### src/rtl/ifu_prefetch_pkg.sv
// ifu_prefetch_pkg
//   Constants shared by the prefetching fetch unit and its FIFO:
//   default data/address width, default reset PC, default fetch step, and a
//   helper that sizes occupancy counters.
package ifu_prefetch_pkg;

  localparam int          XLEN_WIDTH         = 32;
  localparam logic [31:0] RESET_PC_DEFAULT   = 32'h0000_0000;
  localparam int          INST_BYTES_DEFAULT = 4;

  // An occupancy counter must be able to hold DEPTH itself, hence the +1.
  function automatic int count_width(input int depth);
    return $clog2(depth) + 1;
  endfunction

endpackage

### src/rtl/ifu_prefetch_sync_fifo.sv
// sync_fifo
//   Single-clock FIFO with a combinational head view. There is no
//   write-to-read bypass: an entry pushed at edge N appears on head_data
//   after that edge. The flush input empties the FIFO by moving the read
//   pointer onto the write pointer. While flushing, any push or pop in the
//   same cycle is ignored.
// Ports:
//   clk        in   clock
//   rst        in   synchronous active-high reset (empties the FIFO)
//   flush      in   drop every stored entry this cycle
//   push       in   write push_data at the tail
//   push_data  in   WIDTH-bit entry to store
//   pop        in   retire the head entry (caller guarantees non-empty)
//   head_data  out  oldest stored entry
//   count      out  current occupancy, 0..DEPTH
module sync_fifo
  import ifu_prefetch_pkg::*;
#(
  parameter int WIDTH = 64,
  parameter int DEPTH = 4
) (
  input  logic                     clk,
  input  logic                     rst,
  input  logic                     flush,
  input  logic                     push,
  input  logic [WIDTH-1:0]         push_data,
  input  logic                     pop,
  output logic [WIDTH-1:0]         head_data,
  output logic [$clog2(DEPTH):0]   count
);

  localparam int AW = $clog2(DEPTH);
  localparam int CW = count_width(DEPTH);

  logic [WIDTH-1:0] mem [DEPTH];
  logic [AW-1:0]    rd_ptr_reg;
  logic [AW-1:0]    wr_ptr_reg;
  logic [CW-1:0]    count_reg;

  logic             do_push;
  logic             do_pop;

  assign do_push = push & ~flush;
  assign do_pop  = pop & ~flush;

  // The storage array has no reset. Only the pointers and the count define
  // which entries are valid.
  always_ff @(posedge clk) begin
    if (!rst && do_push) begin
      mem[wr_ptr_reg] <= push_data;
    end
  end

  // DEPTH is a power of two, so the AW-bit pointers wrap on their own.
  always_ff @(posedge clk) begin
    if (rst) begin
      rd_ptr_reg <= '0;
      wr_ptr_reg <= '0;
      count_reg  <= '0;
    end else if (flush) begin
      rd_ptr_reg <= wr_ptr_reg;
      count_reg  <= '0;
    end else begin
      if (do_push) wr_ptr_reg <= wr_ptr_reg + 1'b1;
      if (do_pop)  rd_ptr_reg <= rd_ptr_reg + 1'b1;
      case ({do_push, do_pop})
        2'b10:   count_reg <= count_reg + 1'b1;
        2'b01:   count_reg <= count_reg - 1'b1;
        default: count_reg <= count_reg;
      endcase
    end
  end

  assign head_data = mem[rd_ptr_reg];
  assign count     = count_reg;

endmodule

### src/rtl/ifu_prefetch.sv
// ifu_prefetch
//   Prefetching instruction fetch unit. It owns the fetch PC and issues
//   reads to a ROM with a 1-cycle latency. Returned words, tagged with their
//   PC, are stored in a DEPTH-entry FIFO and passed to decode over a
//   valid/ready handshake. A redirect flushes the FIFO and drops the read in
//   flight, then restarts fetch at the new target in the same cycle.
// Ports:
//   clk          in   clock
//   rst          in   synchronous active-high reset
//   rom_addr     out  ROM read address (combinational)
//   rom_en       out  ROM read strobe (combinational)
//   rom_data     in   ROM data, valid the cycle after rom_en
//   redirect     in   flush and restart fetch at redirect_pc
//   redirect_pc  in   new fetch target; the low two bits are ignored
//   inst_valid   out  the FIFO head holds an instruction
//   inst_ready   in   decode accepts the head this cycle
//   inst         out  head instruction (0 when not valid)
//   inst_pc      out  PC of the head instruction (0 when not valid)
//   fifo_count   out  FIFO occupancy
module ifu_prefetch
  import ifu_prefetch_pkg::*;
#(
  parameter int              XLEN       = XLEN_WIDTH,
  parameter int              DEPTH      = 4,
  parameter logic [XLEN-1:0] RESET_PC   = XLEN'(RESET_PC_DEFAULT),
  parameter int              INST_BYTES = INST_BYTES_DEFAULT
) (
  input  logic                   clk,
  input  logic                   rst,
  output logic [XLEN-1:0]        rom_addr,
  output logic                   rom_en,
  input  logic [XLEN-1:0]        rom_data,
  input  logic                   redirect,
  input  logic [XLEN-1:0]        redirect_pc,
  output logic                   inst_valid,
  input  logic                   inst_ready,
  output logic [XLEN-1:0]        inst,
  output logic [XLEN-1:0]        inst_pc,
  output logic [$clog2(DEPTH):0] fifo_count
);

  localparam int             CW          = count_width(DEPTH);
  localparam logic [CW:0]    DEPTH_LIMIT = (CW + 1)'(DEPTH);
  localparam logic [XLEN-1:0] PC_STEP    = XLEN'(INST_BYTES);
  localparam logic [XLEN-1:0] ALIGN_MASK = ~XLEN'(3);

  logic [XLEN-1:0]   fetch_pc_reg;
  logic [XLEN-1:0]   inflight_pc_reg;
  logic              inflight_reg;

  logic [CW-1:0]     count;
  logic [2*XLEN-1:0] head;
  logic              pop;
  logic              push;
  logic [CW:0]       credit;
  logic [XLEN-1:0]   target_pc;

  assign target_pc = redirect_pc & ALIGN_MASK;

  always_comb begin
    inst_valid = ~rst & ~redirect & (count != '0);
    pop        = inst_valid & inst_ready;
    // Slots that are taken once this cycle ends, excluding any new issue.
    // A pop in this cycle frees its slot right away, which keeps the unit
    // at one instruction per cycle even with DEPTH=2.
    credit     = {1'b0, count} + {{CW{1'b0}}, inflight_reg} - {{CW{1'b0}}, pop};
    rom_addr   = redirect ? target_pc : fetch_pc_reg;
    if (rst) begin
      rom_en = 1'b0;
    end else if (redirect) begin
      // The FIFO is flushed this cycle, so the new target always has room.
      rom_en = 1'b1;
    end else begin
      rom_en = credit < DEPTH_LIMIT;
    end
    // A response that arrives during a redirect or reset belongs to the
    // old stream, so it is dropped.
    push       = inflight_reg & ~redirect & ~rst;
    inst       = inst_valid ? head[XLEN-1:0] : '0;
    inst_pc    = inst_valid ? head[2*XLEN-1:XLEN] : '0;
    fifo_count = rst ? '0 : count;
  end

  always_ff @(posedge clk) begin
    if (rst) begin
      fetch_pc_reg    <= RESET_PC;
      inflight_pc_reg <= RESET_PC;
      inflight_reg    <= 1'b0;
    end else begin
      inflight_reg <= rom_en;
      if (rom_en) begin
        inflight_pc_reg <= rom_addr;
        fetch_pc_reg    <= rom_addr + PC_STEP;
      end
    end
  end

  sync_fifo #(
    .WIDTH (2 * XLEN),
    .DEPTH (DEPTH)
  ) u_fifo (
    .clk       (clk),
    .rst       (rst),
    .flush     (redirect),
    .push      (push),
    .push_data ({inflight_pc_reg, rom_data}),
    .pop       (pop),
    .head_data (head),
    .count     (count)
  );

endmodule

### config.mk
export PLATFORM = sky130hd
export DESIGN_NAME = ifu_prefetch
export DESIGN_NICKNAME = d
export VERILOG_FILES = /design/src/rtl/ifu_prefetch_pkg.sv /design/src/rtl/ifu_prefetch_sync_fifo.sv /design/src/rtl/ifu_prefetch.sv
export SDC_FILE = /design/constraint.sdc
export NUM_CORES = 1
export LEC_CHECK = 0
export ABC_AREA = 1
export CAP_MARGIN = 20
export CORE_UTILIZATION = 52
export CTS_BUF_LIST = sky130_fd_sc_hd__clkbuf_4
export CTS_CLUSTER_DIAMETER = 100
export DETAILED_ROUTE_END_ITERATION = 6
export MAX_ROUTING_LAYER = met4
export PLACE_DENSITY = 0.87
export SLEW_MARGIN = 20
export SYNTH_ARGS = -nofsm -noshare
export SYNTH_HDL_FRONTEND = slang
export SYNTH_SLANG_ARGS = --single-unit
### constraint.sdc
create_clock -name clk -period 3.8 [get_ports clk]
set_input_delay 0.57 -clock clk [delete_from_list [all_inputs] [get_ports clk]]
set_output_delay 0.57 -clock clk [all_outputs]
set_load 0.05 [all_outputs]
==> flow_metrics.py <==
metrics = {
    "clocking": {
        "cts_tree": "yes",
        "ctsRootBufferMaster": "clkbuf_4",
        "clk_pin_slew_ns": 0.06,
        "htree_levels": 3,
        "cts_made_buffers": 80,
        "hold_buffers": 0,
        "postCtsSetupBuffers": 0,
        "clockBufferDepth": 3,
        "ctsResizeCount": 0,
        "worst_skew_pair.late_latency_ns": 0.65,
        "cts_sinks": 328,
    },
    "route": {
        "detail_route.drc_violations": 0,
        "drt_iter0_drc": 871,
        "wl_per_cell_um": 16.5,
        "dr_wl_met3_um": 2680,
        "ant_nets": 0,
        "vias": 10400,
        "routed_wl_um": 32400,
        "top_layer": "met4",
        "routed_via_density": 5.29,
        "drt-pass1-iter-count": 5,
        "wl_met2_um": 15700,
        "m1WireLength_um": 13300,
    },
    "placement": {
        "dp.cells": 1815,
        "port_buffers": 166,
        "gp_congestion": 0.943,
        "place_ws_ns": 0.284,
        "hpwl_um": 19800,
    },
    "logic_synthesis": {
        "synthDistinctLibCells": 35,
        "synth_top_area_share_pct": 55.6,
        "synth_compound_area_share_pct": 10.9,
        "syn_nets": 1431,
        "syn_area_um2": 13800,
        "synth_simple_gate_area_share_pct": 16.1,
        "synthTopCellsByArea": "edfxtp_1 56%, dfxtp_1 10%, nor2_1 8.5%, o21ai_0 6.4%, nand2_1 4.5%",
        "synthAdderAreaFrac_pct": 0.868,
        "synthMuxAreaShare_pct": 0,
        "ys_ff_latch": 328,
        "synth_top_area_cell": "edfxtp_1",
        "synth_xor_xnor_area_share_pct": 1.20,
        "seq_area_frac_synth_pct": 66.0,
        "syn_inst": 1354,
        "avgSynthCellArea_um2": 10.2,
        "synth_top_family_by_area": "simple AND/OR/NAND/NOR gates",
        "ys_warn_count": 0,
    },
    "die": {
        "row_count": 59,
        "die_h_um": 165,
        "io_pins": 169,
        "core_um2": 26100,
        "die_w_um": 165,
        "start_util_pct": 53.1,
        "die_area_um2": 27300,
    },
    "cells_and_area": {
        "syn_to_final_growth_pct": 21.6,
        "drive_above_1_share_pct": 17.2,
        "largest_reg_flops": 256,
        "nNetsFinal": 1639,
        "fill_cells": 1990,
        "final_common_cell": "nor2_1",
        "final_cells": 1960,
        "final_cell_mix": "308 x nor2_1, 256 x edfxtp_1, 176 x o21ai_0, 166 x nand2_1, 128 x clkbuf_4",
    },
    "timing": {
        "relSlewSlack_pct": 43.6,
        "worst_slack_ns": 0.306,
        "fmax_mhz": 286,
        "finalCriticalPeriod_ns": 3.49,
        "grt_setup_unrepaired": "no",
        "hold_viol_final": 0,
        "fin_crit_sh_pct": 91.9,
        "maxSlewViolCount": 0,
        "tightest_slew_ns": 0.846,
        "setup_viol": 0,
        "fin_skew_ns": 0.0320,
    },
    "grt": {
        "grt_first_pass_wirelength_um": 50700,
        "grt_pass1_vias": 10300,
        "antenna_found_initial": 1,
        "gr-total-overflow": 0,
        "grt_start_max_net_pins": 118,
        "grt_usage_pct": 24.8,
    },
    "worst_setup_path": {
        "worst_path_most_repeated_cell": "nand2_1",
        "worst-r2r-setup-slack_ns": 1.30,
        "path_max_fanout": 10,
        "cp_top_family": "simple AND/OR/NAND/NOR gates",
        "reg2reg_depth": 16,
        "crit_chain": "clkdlybuf4s50_1 -> nor2_2 -> nand4_1 -> ha_1 -> nand2_1 -> inv_1 -> nand3_2 -> nand2_1 -> nand2_1 -> nand2_1 -> nand2_2 -> nand2_4 -> nand2_4 -> inv_2 -> buf_12",
        "critPathCaptureType": "output pin",
        "required_ns": 3.23,
        "cp_slowest_stage_delay_ns": 0.62,
        "slowest_stage": "clkdlybuf4s50_1",
        "cp.depth": 15,
        "path_buf_inv": 4,
        "criticalPathCategory": "input pin to output pin",
        "critPathArrivalTime_ns": 2.92,
        "cp-start-kind": "input pin",
    },
    "pwr": {
        "p_total_mw": 7.79,
        "peakVddDrop_mv": 0.214,
        "p_per_area_nw_per_um2": 463,
        "leakage_nw": 6.43,
    },
    "status": {
        "outcome": "complete, no violations",
    },
    "min_path": {
        "hold-path-cell-count": 2,
        "min_path_type": "flip-flop to flip-flop",
    },
    "flow_run": {
        "cap_violations": 0,
    },
}
==> metal layers <==
metal / GRT usage (%) / vias up
met1: 31.0 / 4815
li1: - / 5058
met5: - / -
met2: 39.5 / 454
met3: 4.62 / 51
met4: 10.6 / 0
==> kinds of logic after synthesis <==
group           count (synthesis)
fa+ha+maj                       9
xor+xnor                       19
buf+inv                       162
simple gates                  544
flops                         328
compound gates                292
==> through the flow <==
step	hold WS, ns	instance area (µm²)	TNS [ns]	util (%)
after floorplan	0.421	13800	-78.19	-
after global placement	0.432	15800	0	60.5
after detailed placement	0.444	15800	0	60.5
after CTS	0.457	16800	0	64.6
after global routing	0.471	16800	0	64.6
final	0.456	16800	0	64.6
==> cell type report <==
cell class	count	area [µm²]	share of cell area [%]
tap	335	419	2.49
sequential	328	9130	54.3
antenna	1	2.50	0.0149
multi-input combinational	864	4060	24.1
clock buffer	128	961	5.71
inverter	95	357	2.12
clock inverter	16	88.8	0.528
timing repair buffer	193	1810	10.8
==> where the power goes <==
part / switching [mW] / internal [mW] / total [mW]
sequential: 0.0695 / 3.98 / 4.05
clock: 1.31 / 1.59 / 2.90
combinational: 0.563 / 0.270 / 0.833
==> cell usage after synthesis (all sizes together) <==
cell type,n
a211oi,1
a21oi,78
buf,32
clkbuf,35
dfxtp,72
edfxtp,256
fa,1
ha,8
inv,95
nand2,176
nand3,24
nand4,12
nor2,321
nor3,8
o211ai,1
o21ai,211
o22ai,1
or2,3
xor2,19
==> worst min-delay path, cell delays in order, from the launching register on <==
cell     delay (ns)
dfxtp_1        0.32
nand2_1        0.05
o21ai_0        0.06
==> final timing paths <==
check,startpoint,endpoint
max,rst,rom_en
min reg2reg,fetch_pc_reg[5],fetch_pc_reg[5]
max reg2reg,u_fifo.count[1],fetch_pc_reg[28]
min,fetch_pc_reg[5],fetch_pc_reg[5]
No activity file was read; power rests on OpenSTA's default activity.
